**src/rtl/videocore_csr_slave_pkg.sv**
```systemverilog
`default_nettype none
// ============================================================================
// Module      : videocore_csr_pkg
// Description : Shared constants and types for the video-core CSR responder:
//               register byte offsets, register bit positions and the
//               run-state enumeration.
// Revision    : 1.0 - initial release
// ============================================================================
package videocore_csr_pkg;

    // Register byte offsets
    localparam logic [31:0] CSR_CONTROL = 32'h00;
    localparam logic [31:0] CSR_STATUS  = 32'h04;
    localparam logic [31:0] CSR_IRQ     = 32'h08;
    localparam logic [31:0] CSR_WIDTH   = 32'h0C;
    localparam logic [31:0] CSR_HEIGHT  = 32'h10;
    localparam logic [31:0] CSR_XOFF    = 32'h14;
    localparam logic [31:0] CSR_YOFF    = 32'h18;

    // Bit positions
    localparam int GO          = 0;   // CONTROL
    localparam int IRQ_EN      = 1;   // CONTROL
    localparam int STATUS_LOCK = 10;  // STATUS
    localparam int IRQ_FRAME   = 1;   // INTERRUPT

    typedef enum logic [1:0] {
        STOPPED  = 2'd0,
        RUNNING  = 2'd1,
        STOPPING = 2'd2
    } run_state_t;

endpackage
`default_nettype wire

```
**src/rtl/videocore_csr_slave_if.sv**
```systemverilog
`default_nettype none
// ============================================================================
// Module      : videocore_csr_slave_if
// Description : Avalon-MM control bus between the configuration master and
//               the CSR responder.
//   amm_address/amm_write/amm_read/amm_writedata : master -> slave command
//   amm_waitrequest                              : slave command stall
//   amm_readdata/amm_readdatavalid               : slave read response
// Revision    : 1.0 - initial release
// ============================================================================
interface videocore_csr_slave_if #(
    parameter int ADDR_W = 5
);
    logic [ADDR_W-1:0] amm_address;
    logic              amm_write;
    logic              amm_read;
    logic [31:0]       amm_writedata;
    logic              amm_waitrequest;
    logic [31:0]       amm_readdata;
    logic              amm_readdatavalid;

    modport master (
        output amm_address, amm_write, amm_read, amm_writedata,
        input  amm_waitrequest, amm_readdata, amm_readdatavalid
    );

    modport slave (
        input  amm_address, amm_write, amm_read, amm_writedata,
        output amm_waitrequest, amm_readdata, amm_readdatavalid
    );
endinterface
`default_nettype wire

```
**src/rtl/videocore_csr_slave_csr_read_pipe.sv**
```systemverilog
`default_nettype none
// ============================================================================
// Module      : csr_read_pipe
// Description : DEPTH-stage valid/data shift register that delays captured
//               read data to the bus. Data travels zeroed when not valid, so
//               the output data is 0 whenever out_valid is 0.
//   clock, reset_n     : clock, asynchronous active-low reset
//   in_valid, in_data  : read accepted this cycle and its captured data
//   out_valid, out_data: response, DEPTH cycles after acceptance
// Revision    : 1.0 - initial release
// ============================================================================
module csr_read_pipe #(
    parameter int DEPTH = 2,   // legal range 1..4
    parameter int DATA_W = 32
) (
    input  wire logic              clock,
    input  wire logic              reset_n,
    input  wire logic              in_valid,
    input  wire logic [DATA_W-1:0] in_data,
    output logic                   out_valid,
    output logic [DATA_W-1:0]      out_data
);
    logic [DEPTH-1:0]  valid_q;
    logic [DATA_W-1:0] data_q [DEPTH];

    always_ff @(posedge clock or negedge reset_n) begin
        if (!reset_n) begin
            valid_q[0] <= 1'b0;
            data_q[0]  <= '0;
        end else begin
            valid_q[0] <= in_valid;
            data_q[0]  <= in_valid ? in_data : '0;
        end
    end

    generate
        for (genvar i = 1; i < DEPTH; i++) begin : g_stage
            always_ff @(posedge clock or negedge reset_n) begin
                if (!reset_n) begin
                    valid_q[i] <= 1'b0;
                    data_q[i]  <= '0;
                end else begin
                    valid_q[i] <= valid_q[i-1];
                    data_q[i]  <= data_q[i-1];
                end
            end
        end
    endgenerate

    assign out_valid = valid_q[DEPTH-1];
    assign out_data  = data_q[DEPTH-1];
endmodule
`default_nettype wire

```
**src/rtl/videocore_csr_slave.sv**
```systemverilog
`default_nettype none
// ============================================================================
// Module      : videocore_csr_slave
// Description : Avalon-MM CSR responder for one video-core function. Holds a
//               shadow configuration (GO, geometry, offsets) and commits it
//               atomically to the active outputs at frame_start. Reports run
//               status, upstream lock and a sticky frame-done interrupt.
//   clock, reset_n         : clock, asynchronous active-low reset
//   bus                    : Avalon-MM slave port (command, stall, response)
//   frame_start/frame_done : single-cycle frame boundary pulses
//   locked                 : upstream timing stable
//   go, active_*           : committed configuration for the pixel pipeline
//   irq                    : level interrupt
// Revision    : 1.0 - initial release
// ============================================================================
module videocore_csr_slave
    import videocore_csr_pkg::*;
#(
    parameter int ADDR_W       = 5,
    parameter int READ_LATENCY = 2,
    parameter int DIM_W        = 16
) (
    input  wire logic            clock,
    input  wire logic            reset_n,
    videocore_csr_slave_if.slave bus,
    input  wire logic            frame_start,
    input  wire logic            frame_done,
    input  wire logic            locked,
    output logic                 go,
    output logic [DIM_W-1:0]     active_width,
    output logic [DIM_W-1:0]     active_height,
    output logic [DIM_W-1:0]     active_x,
    output logic [DIM_W-1:0]     active_y,
    output logic                 irq
);
    // Command handshake: a command coinciding with a commit is held off one
    // cycle so the commit always sees a stable shadow set.
    logic        stall;
    logic        rd_acc;
    logic        wr_acc;
    logic [31:0] byte_addr;
    logic [31:0] wd;

    assign stall     = frame_start & (bus.amm_read | bus.amm_write);
    assign rd_acc    = bus.amm_read  & ~stall;
    assign wr_acc    = bus.amm_write & ~stall;
    assign byte_addr = 32'({bus.amm_address[ADDR_W-1:2], 2'b00});
    assign wd        = bus.amm_writedata;

    assign bus.amm_waitrequest = stall;

    logic unused_bits;
    assign unused_bits = ^{bus.amm_address[1:0], wd[31:DIM_W]};

    // Register state
    logic             ctrl_go;
    logic             ctrl_irq_en;
    logic             irq_frame;
    logic             locked_s;
    logic [DIM_W-1:0] shadow_w;
    logic [DIM_W-1:0] shadow_h;
    logic [DIM_W-1:0] shadow_x;
    logic [DIM_W-1:0] shadow_y;
    run_state_t       state;

    // Read mux sees pre-edge values, so a same-cycle write is not visible.
    logic [31:0] rd_mux;

    always_comb begin
        rd_mux = '0;
        case (byte_addr)
            CSR_CONTROL: begin
                rd_mux[GO]     = ctrl_go;
                rd_mux[IRQ_EN] = ctrl_irq_en;
            end
            CSR_STATUS: begin
                rd_mux[0]           = (state != STOPPED);
                rd_mux[STATUS_LOCK] = locked_s;
            end
            CSR_IRQ:    rd_mux[IRQ_FRAME]   = irq_frame;
            CSR_WIDTH:  rd_mux[DIM_W-1:0]   = shadow_w;
            CSR_HEIGHT: rd_mux[DIM_W-1:0]   = shadow_h;
            CSR_XOFF:   rd_mux[DIM_W-1:0]   = shadow_x;
            CSR_YOFF:   rd_mux[DIM_W-1:0]   = shadow_y;
            default:    rd_mux              = '0;
        endcase
    end

    // Writable registers, lock sampling and interrupt
    always_ff @(posedge clock or negedge reset_n) begin
        if (!reset_n) begin
            ctrl_go     <= 1'b0;
            ctrl_irq_en <= 1'b0;
            irq_frame   <= 1'b0;
            locked_s    <= 1'b0;
            irq         <= 1'b0;
            shadow_w    <= '0;
            shadow_h    <= '0;
            shadow_x    <= '0;
            shadow_y    <= '0;
        end else begin
            locked_s <= locked;
            irq      <= irq_frame & ctrl_irq_en;

            if (wr_acc) begin
                case (byte_addr)
                    CSR_CONTROL: begin
                        ctrl_go     <= wd[GO];
                        ctrl_irq_en <= wd[IRQ_EN];
                    end
                    CSR_WIDTH:  shadow_w <= wd[DIM_W-1:0];
                    CSR_HEIGHT: shadow_h <= wd[DIM_W-1:0];
                    CSR_XOFF:   shadow_x <= wd[DIM_W-1:0];
                    CSR_YOFF:   shadow_y <= wd[DIM_W-1:0];
                    default: ;
                endcase
            end

            // A new frame-done event beats a simultaneous write-1-to-clear.
            if (frame_done && (state != STOPPED))
                irq_frame <= 1'b1;
            else if (wr_acc && (byte_addr == CSR_IRQ) && wd[IRQ_FRAME])
                irq_frame <= 1'b0;
        end
    end

    // Run-state machine with registered commit outputs. Any frame_start with
    // GO set commits and runs, whatever the current state; with GO clear the
    // pipeline gets one drain frame (STOPPING) before go drops.
    always_ff @(posedge clock or negedge reset_n) begin
        if (!reset_n) begin
            state         <= STOPPED;
            go            <= 1'b0;
            active_width  <= '0;
            active_height <= '0;
            active_x      <= '0;
            active_y      <= '0;
        end else if (frame_start) begin
            if (ctrl_go) begin
                state         <= RUNNING;
                go            <= 1'b1;
                active_width  <= shadow_w;
                active_height <= shadow_h;
                active_x      <= shadow_x;
                active_y      <= shadow_y;
            end else begin
                case (state)
                    RUNNING:  state <= STOPPING;
                    STOPPING: begin
                        state <= STOPPED;
                        go    <= 1'b0;
                    end
                    default:  state <= STOPPED;
                endcase
            end
        end
    end

    csr_read_pipe #(
        .DEPTH  (READ_LATENCY),
        .DATA_W (32)
    ) u_read_pipe (
        .clock     (clock),
        .reset_n   (reset_n),
        .in_valid  (rd_acc),
        .in_data   (rd_mux),
        .out_valid (bus.amm_readdatavalid),
        .out_data  (bus.amm_readdata)
    );
endmodule
`default_nettype wire
```
**src/flat_wrapper.sv**
```systemverilog
// flat-port wrapper written by rule: the top's interface ports become plain ports
module videocore_csr_slave_flat import videocore_csr_pkg::*;
#(
    parameter int ADDR_W       = 5,
    parameter int READ_LATENCY = 2,
    parameter int DIM_W        = 16
)
  (clock, reset_n, frame_start, frame_done, locked, go, active_width, active_height, active_x, active_y, irq, bus_amm_address, bus_amm_write, bus_amm_read, bus_amm_writedata, bus_amm_waitrequest, bus_amm_readdata, bus_amm_readdatavalid);
  videocore_csr_slave_if #(.ADDR_W(ADDR_W)) bus_i ();
  input  wire logic clock;
  input  wire logic reset_n;
  input  wire logic frame_start;
  input  wire logic frame_done;
  input  wire logic locked;
  output logic go;
  output logic [DIM_W-1:0] active_width;
  output logic [DIM_W-1:0] active_height;
  output logic [DIM_W-1:0] active_x;
  output logic [DIM_W-1:0] active_y;
  output logic irq;
  input wire logic [$bits(bus_i.amm_address)-1:0] bus_amm_address;
  input wire logic [$bits(bus_i.amm_write)-1:0] bus_amm_write;
  input wire logic [$bits(bus_i.amm_read)-1:0] bus_amm_read;
  input wire logic [$bits(bus_i.amm_writedata)-1:0] bus_amm_writedata;
  output wire logic [$bits(bus_i.amm_waitrequest)-1:0] bus_amm_waitrequest;
  output wire logic [$bits(bus_i.amm_readdata)-1:0] bus_amm_readdata;
  output wire logic [$bits(bus_i.amm_readdatavalid)-1:0] bus_amm_readdatavalid;
  assign bus_i.amm_address = bus_amm_address;
  assign bus_i.amm_write = bus_amm_write;
  assign bus_i.amm_read = bus_amm_read;
  assign bus_i.amm_writedata = bus_amm_writedata;
  assign bus_amm_waitrequest = bus_i.amm_waitrequest;
  assign bus_amm_readdata = bus_i.amm_readdata;
  assign bus_amm_readdatavalid = bus_i.amm_readdatavalid;
  videocore_csr_slave #(.ADDR_W(ADDR_W), .READ_LATENCY(READ_LATENCY), .DIM_W(DIM_W)) u_core (.clock(clock), .reset_n(reset_n), .bus(bus_i), .frame_start(frame_start), .frame_done(frame_done), .locked(locked), .go(go), .active_width(active_width), .active_height(active_height), .active_x(active_x), .active_y(active_y), .irq(irq));
endmodule
```
**config.mk**
```make
export PLATFORM = sky130hd
export DESIGN_NAME = videocore_csr_slave_flat
export DESIGN_NICKNAME = d
export VERILOG_FILES = /design/src/rtl/videocore_csr_slave_pkg.sv /design/src/rtl/videocore_csr_slave_if.sv /design/src/rtl/videocore_csr_slave_csr_read_pipe.sv /design/src/rtl/videocore_csr_slave.sv /design/src/flat_wrapper.sv
export SDC_FILE = /design/constraint.sdc
export NUM_CORES = 1
export LEC_CHECK = 0
export ABC_AREA = 0
export CAP_MARGIN = 20
export CORE_MARGIN = 2
export CORE_UTILIZATION = 40
export CTS_BUF_LIST = sky130_fd_sc_hd__clkbuf_2
export DETAILED_ROUTE_END_ITERATION = 16
export PLACE_DENSITY = 0.65
export SETUP_SLACK_MARGIN = 0.5
export SYNTH_ARGS = -nofsm -noshare
export SYNTH_HDL_FRONTEND = slang
export SYNTH_SLANG_ARGS = --single-unit
```
**constraint.sdc**
```tcl
create_clock -name clock -period 1.76 [get_ports clock]
set_clock_uncertainty 0.2 [all_clocks]
set_input_delay 0.264 -clock clock [delete_from_list [all_inputs] [get_ports clock]]
set_output_delay 0.264 -clock clock [all_outputs]
set_load 0.02 [all_outputs]
```
-- Yosys cells after proc, flatten, opt, wreduce, memory -nomap -nowiden
Cells that the tools add are included.
- register bits: 170
- latch bits: 0
- RAM bits: 0
- memory bits (read-only): 0
- output and inout bits: 100
- word-level logic and storage cells: 59
- memories kept: 0
- add/sub/neg operators: 0
- $mul: 0
- div/mod/pow operators: 0
- $lt $le $gt $ge: 0
- equality and inequality tests: 8
- shifts and indexed selects: 0
- mux-type cells: 12
- bitwise logic cells: 6
- reductions and logical operators: 14
- operators by type and width (cell ; count):
    32-bit zero test ; 1
    8-bit case mux with 4 select lines ; 1
    5-bit case mux with 4 select lines ; 1
    16-bit two-way mux ; 1
    2-bit AND reduction ; 7
    1-bit case mux with 6 select lines ; 2
    3-bit == test (second input constant) ; 3
    3-bit by 2-bit == test with 1-bit output (second input constant) ; 2
    2-bit nonzero test ; 3
    1-bit case mux with 5 select lines ; 1
    1-bit bitwise AND ; 4
    1-bit two-way mux ; 4
    2-bit two-way mux ; 2
    3-bit by 1-bit == test with 1-bit output (second input constant) ; 1
    1-bit logical AND ; 3
    2-bit by 1-bit == test with 1-bit output (second input constant) ; 1
    2-bit == test (second input constant) ; 1
    1-bit NOT ; 1
    1-bit OR ; 1

-- Depth between registers and ports, before layout
- word-level depth: 8
- gate-level depth with buffers: 6

-- By module
Synthesis repeated with hierarchy kept, for this count alone.
- cells, all modules: 512
- area total of the unflattened synthesis: 7822.5 um2
- by module, submodules not included (module ; instances ; cells each ; area an instance (um2) ; seq. area each (um2)):
    videocore_csr_slave ; 1 ; 379 ; 5675.4 ; 3403.3
    csr_read_pipe ; 1 ; 133 ; 2147.1 ; 1651.6

-- Worst setup path after synthesis
No wires, ideal clock.
- path kind: in2reg
- start: in frame_start
- end: reg u_core.shadow_w[10]
- library setup time: 125 ps
- arrival: 1436 ps
- data required time: 1435 ps
- slack: -1 ps
- stages: 6
- path buffers: 3
- cell sequence: buf_6 > nor3b_1 > and3_1 > buf_4 > buf_4 > mux2_2
- cells in the longest elaborated chain, start to end: 4
- RTL lines (what ; RTL line ; text):
    start: declaration ; flat_wrapper.sv:12 ; input wire logic frame_start;
    1-bit bitwise AND ; videocore_csr_slave.sv:44 ; assign stall = frame_start & (bus.amm_read | bus.amm_write);
    1-bit NOT ; videocore_csr_slave.sv:46 ; assign wr_acc = bus.amm_write & ~stall;
    1-bit bitwise AND ; videocore_csr_slave.sv:46 ;
    2-bit AND reduction (no source line) ; n/a ;
    end signal: assignment ; videocore_csr_slave.sv:111 ; CSR_WIDTH: shadow_w <= wd[DIM_W-1:0];
    end: declaration ; videocore_csr_slave.sv:60 ; logic [DIM_W-1:0] shadow_w;
Every way passes these cells.
A chain may end at the register's enable or synchronous reset.

-- Final worst setup path
- start: reg u_core.active_x[13]
- end: out active_x[13]
- RTL lines (what ; RTL line ; text):
    start: declaration ; videocore_csr_slave.sv:32 ; output logic [DIM_W-1:0] active_x,
    start signal: assignment ; videocore_csr_slave.sv:144 ; active_x <= shadow_x;
    end: declaration ; flat_wrapper.sv:18 ; output logic [DIM_W-1:0] active_x;
No word-level cell between the ends.

==> results.sh <==
export IMPL_status="finished with violations"
export IMPL_violations="hold timing, setup timing"
export IMPL_cp_depth=1
export IMPL_gp_congestion=0.808
export IMPL_postRouteAntennaNets=0
export IMPL_finalHoldViolCount=10
export IMPL_grt_pass1_wl_um=26000
export IMPL_p_leak_nw=4.98
export IMPL_wirelength_um=16800
export IMPL_powerDensity_nw_per_um2=1390
export IMPL_multi_input_area_um2=2730
export IMPL_vias_per_cell=4.91
export IMPL_firstDrtPassIters=5
export IMPL_die_y_um=136
export IMPL_grt_overflow_total=0
export IMPL_initial_utilization_pct=40.6
export IMPL_worstMarginPinSlew_ns=0.520
export IMPL_required_ns=1.30
export IMPL_dieWidth_um=136
export IMPL_worstSetupPathType="register to output port"
export IMPL_min_period_ns=1.89
export IMPL_p_clk_share_pct=16.2
export IMPL_post_route_cells_drive_above_1_share_pct=53.7
export IMPL_cts_buffers=17
export IMPL_place_ws_ns=-0.416
export IMPL_nFillCells=1337
export IMPL_ys_ff_latch=170
export IMPL_min_period_over_period_pct=107
export IMPL_rows=48
export IMPL_synth_area_per_cell_um2=14.5
export IMPL_cts_path_max_buffers=2
export IMPL_fin_util_pct=58.5
export IMPL_drv_slew=0
export IMPL_share_comb_of_total_power_pct=41.3
export IMPL_fin_nets=724
export IMPL_yosys_warnings=0
export IMPL_seqPwrFrac_pct=42.5
export IMPL_power_mw=14.1
export IMPL_fin_ws_ns=-0.128
export IMPL_crit_path_end_kind="output port"
export IMPL_ys_seq_area_share_pct=60.7
export IMPL_cp_arrival_ns=1.42
export IMPL_cts_sinks=170
export IMPL_cellInternalPower_mw=9.37
export IMPL_rr_worst_depth=6
export IMPL_cp_top_family="flip-flops"
export IMPL_syn_inst=482
export IMPL_grtUsageTotal_pct=18.8
export IMPL_antenna_found_initial=1
export IMPL_ir_worst_vdd_mv=0.891
export IMPL_critPathMaxFanout=2
export IMPL_grt_pass1_vias=4596
export IMPL_root_buffer="clkbuf_2"
export IMPL_cp_buffers_inverters=1
export IMPL_dieArea_um2=18600
export IMPL_synth_cell_types=35
export IMPL_relSlewSlack_pct=65.4
export IMPL_drcViolationCount=0
export IMPL_switching_power_mw=4.69
export IMPL_hpwl_um=10600
export IMPL_cts_tree="done"
export IMPL_regArea_um2=4250
export IMPL_h_tree_depth=4
export IMPL_io_pins=144
export IMPL_grt_max_degree=45
export IMPL_coreArea_um2=17200
export IMPL_hold_worst_slack_ns=-0.0757
export IMPL_dp_cells=802
export IMPL_critPathLaunchType="register"
export IMPL_fmax_mhz=530
export IMPL_syn_area_um2=7000
export IMPL_area_delta_synth_final_pct=44.0
export IMPL_rsz0062_at_grt="true"
export IMPL_maxCapViolCount=0
export IMPL_layoutNonFillerInstCount=919
export IMPL_crit_slowest_cell="dfrtp_1"
export IMPL_clkTransAtPathRegs_ns=0.26
export IMPL_whs_path_depth=5
export IMPL_min_path_type="input port to register"
export IMPL_insertion_delay_ns=0.78
export IMPL_crit_path_cell_trace="buf_6"
export IMPL_max_stage_delay_ns=0.49
export IMPL_drt_wirelength_per_cell_um=18.3
export IMPL_setup_violations=83
export IMPL_num_vias=4510
export IMPL_drtIter0Drc=233
export IMPL_swShare_pct=33.4
export IMPL_numPortBuffers=109
-- layer usage --
layer | GRT usage (%) | routed length, um
met1 | 24.1 | 7240
met2 | 31.3 | 8610
met3 | 4.06 | 661
met4 | 6.89 | 278
met5 | 0 | 0
-- layout make-up --
| cell class | instances | area share (%) |
|---|---|---|
| Clock inverter | 15 | 1.91 |
| Timing Repair Buffer | 225 | 24.9 |
| Clock buffer | 17 | 0.844 |
| Antenna cell | 1 | 0.0248 |
| Tap cell | 225 | 2.79 |
| Sequential cell | 170 | 42.2 |
| Inverter | 6 | 0.223 |
| Multi-Input combinational cell | 260 | 27.1 |
-- per-stage QoR --
| stage | instance area, um^2 | setup TNS, ns |
|---|---|---|
| finish | 10100 | -6.26 |
| global route | 10100 | -14.55 |
| CTS | 9780 | -11.24 |
| detailed placement | 8510 | -46.85 |
| global placement | 8510 | -42.70 |
| floorplan | 7310 | 0 |
-- state kept, by name (all words and copies together) (netlist names) --
name                          count
u_core.active_height             16
u_core.active_width              16
u_core.active_x                  16
u_core.active_y                  16
u_core.shadow_h                  16
u_core.shadow_w                  16
u_core.shadow_x                  16
u_core.shadow_y                  16
u_core.u_read_pipe.data_q        16
u_core.u_read_pipe.out_data      16
u_core.state                      2
u_core.ctrl_go                    1
u_core.ctrl_irq_en                1
u_core.go                         1
u_core.irq                        1
u_core.irq_frame                  1
u_core.locked_s                   1
u_core.u_read_pipe.out_valid      1
u_core.u_read_pipe.valid_q        1
-- cell usage in the layout, fill, tap and decap left out, types with 3 or more instances in the layout --
cell / synthesis / routed
inv_6: 0 / 5
a21oi_1: 15 / 14
mux2_4: 10 / 72
nand2_1: 5 / 3
buf_4: 38 / 61
nand2b_1: 3 / 3
a22oi_1: 13 / 3
dfrtp_1: 170 / 170
a22oi_2: 0 / 10
mux2_2: 122 / 60
dlygate4sd3_1: 0 / 20
clkbuf_2: 0 / 17
inv_8: 0 / 5
buf_6: 2 / 91
buf_8: 0 / 4
clkdlybuf4s50_1: 0 / 19
o21ai_0: 20 / 15
o21ai_1: 0 / 3
inv_1: 5 / 5
and3b_1: 29 / 29
buf_16: 0 / 6
conb_1: 1 / 16
buf_12: 1 / 16
-- power groups by stage --
stage / logic [mW] / clock network [mW] / registers (mW)
2_1_floorplan: 1.47 / 0 / 6.59
5_1_grt: 6.13 / 2.52 / 6.11
6_report: 5.81 / 2.28 / 5.98
3_3_place_gp: 4.23 / 0 / 5.85
3_5_place_dp: 4.31 / 0 / 5.90
4_1_cts: 5.40 / 2.34 / 5.98
-- final timing paths --
| path | slack (ns) | endpoint | startpoint |
|---|---|---|---|
| hold reg to reg | 0.18 | u_core.u_read_pipe.out_data[9] | u_core.u_read_pipe.data_q[41] |
| setup / recovery | -0.13 | active_x[13] | u_core.active_x[13] |
| setup reg to reg | 0.14 | u_core.active_y[4] | u_core.ctrl_go |
| max in group asynchronous | 0.55 | u_core.shadow_x[0] | reset_n |
| min in group asynchronous | 0.23 | u_core.active_width[6] | reset_n |
| hold / removal | -0.08 | u_core.irq_frame | bus_amm_write |
-- kinds of logic (layout without fill, tap and decap cells) --
logic type,Yosys count,count (layout),synth area share [%]
flops,170,170,60.7
mux,133,133,22.1
buf+inv,67,263,6.20
simple gates,56,56,6.20
compound gates,55,55,4.73
other cells,1,17,0.0535
-- cell usage after synthesis (all sizes together) --
library cell    n  area share (%)
dfrtp         170              61
mux2          132              22
buf            48             5.2
and3b          29             3.6
o21ai          20             1.4
a21oi          15             1.1
a22oi          13             1.4
clkbuf         13            0.70
inv             6            0.32
nand2           5            0.27
nand2b          3            0.27
nor3            3            0.36
nor3b           3            0.32
a221oi          2            0.25
and3            2            0.18
nand3           2            0.14
nand4           2            0.18
nor2b           2            0.18
or3             2            0.18
a21bo           1            0.14
a21boi          1            0.11
a32oi           1            0.13
and2            1           0.089
and2b           1            0.13
conb            1           0.054
mux4            1            0.32
nand3b          1            0.29
o211ai          1            0.11
o21a            1            0.11
-- repair_timing --
item,CTS,global route
gates cloned,6,1
gates resized for setup,585,25
endpoints found under the hold margin,250,53
endpoints found under the setup margin,166,298
setup buffers,30,25
pin swaps,5,6
hold buffers,21,1
(Power assumes the default switching activity.)
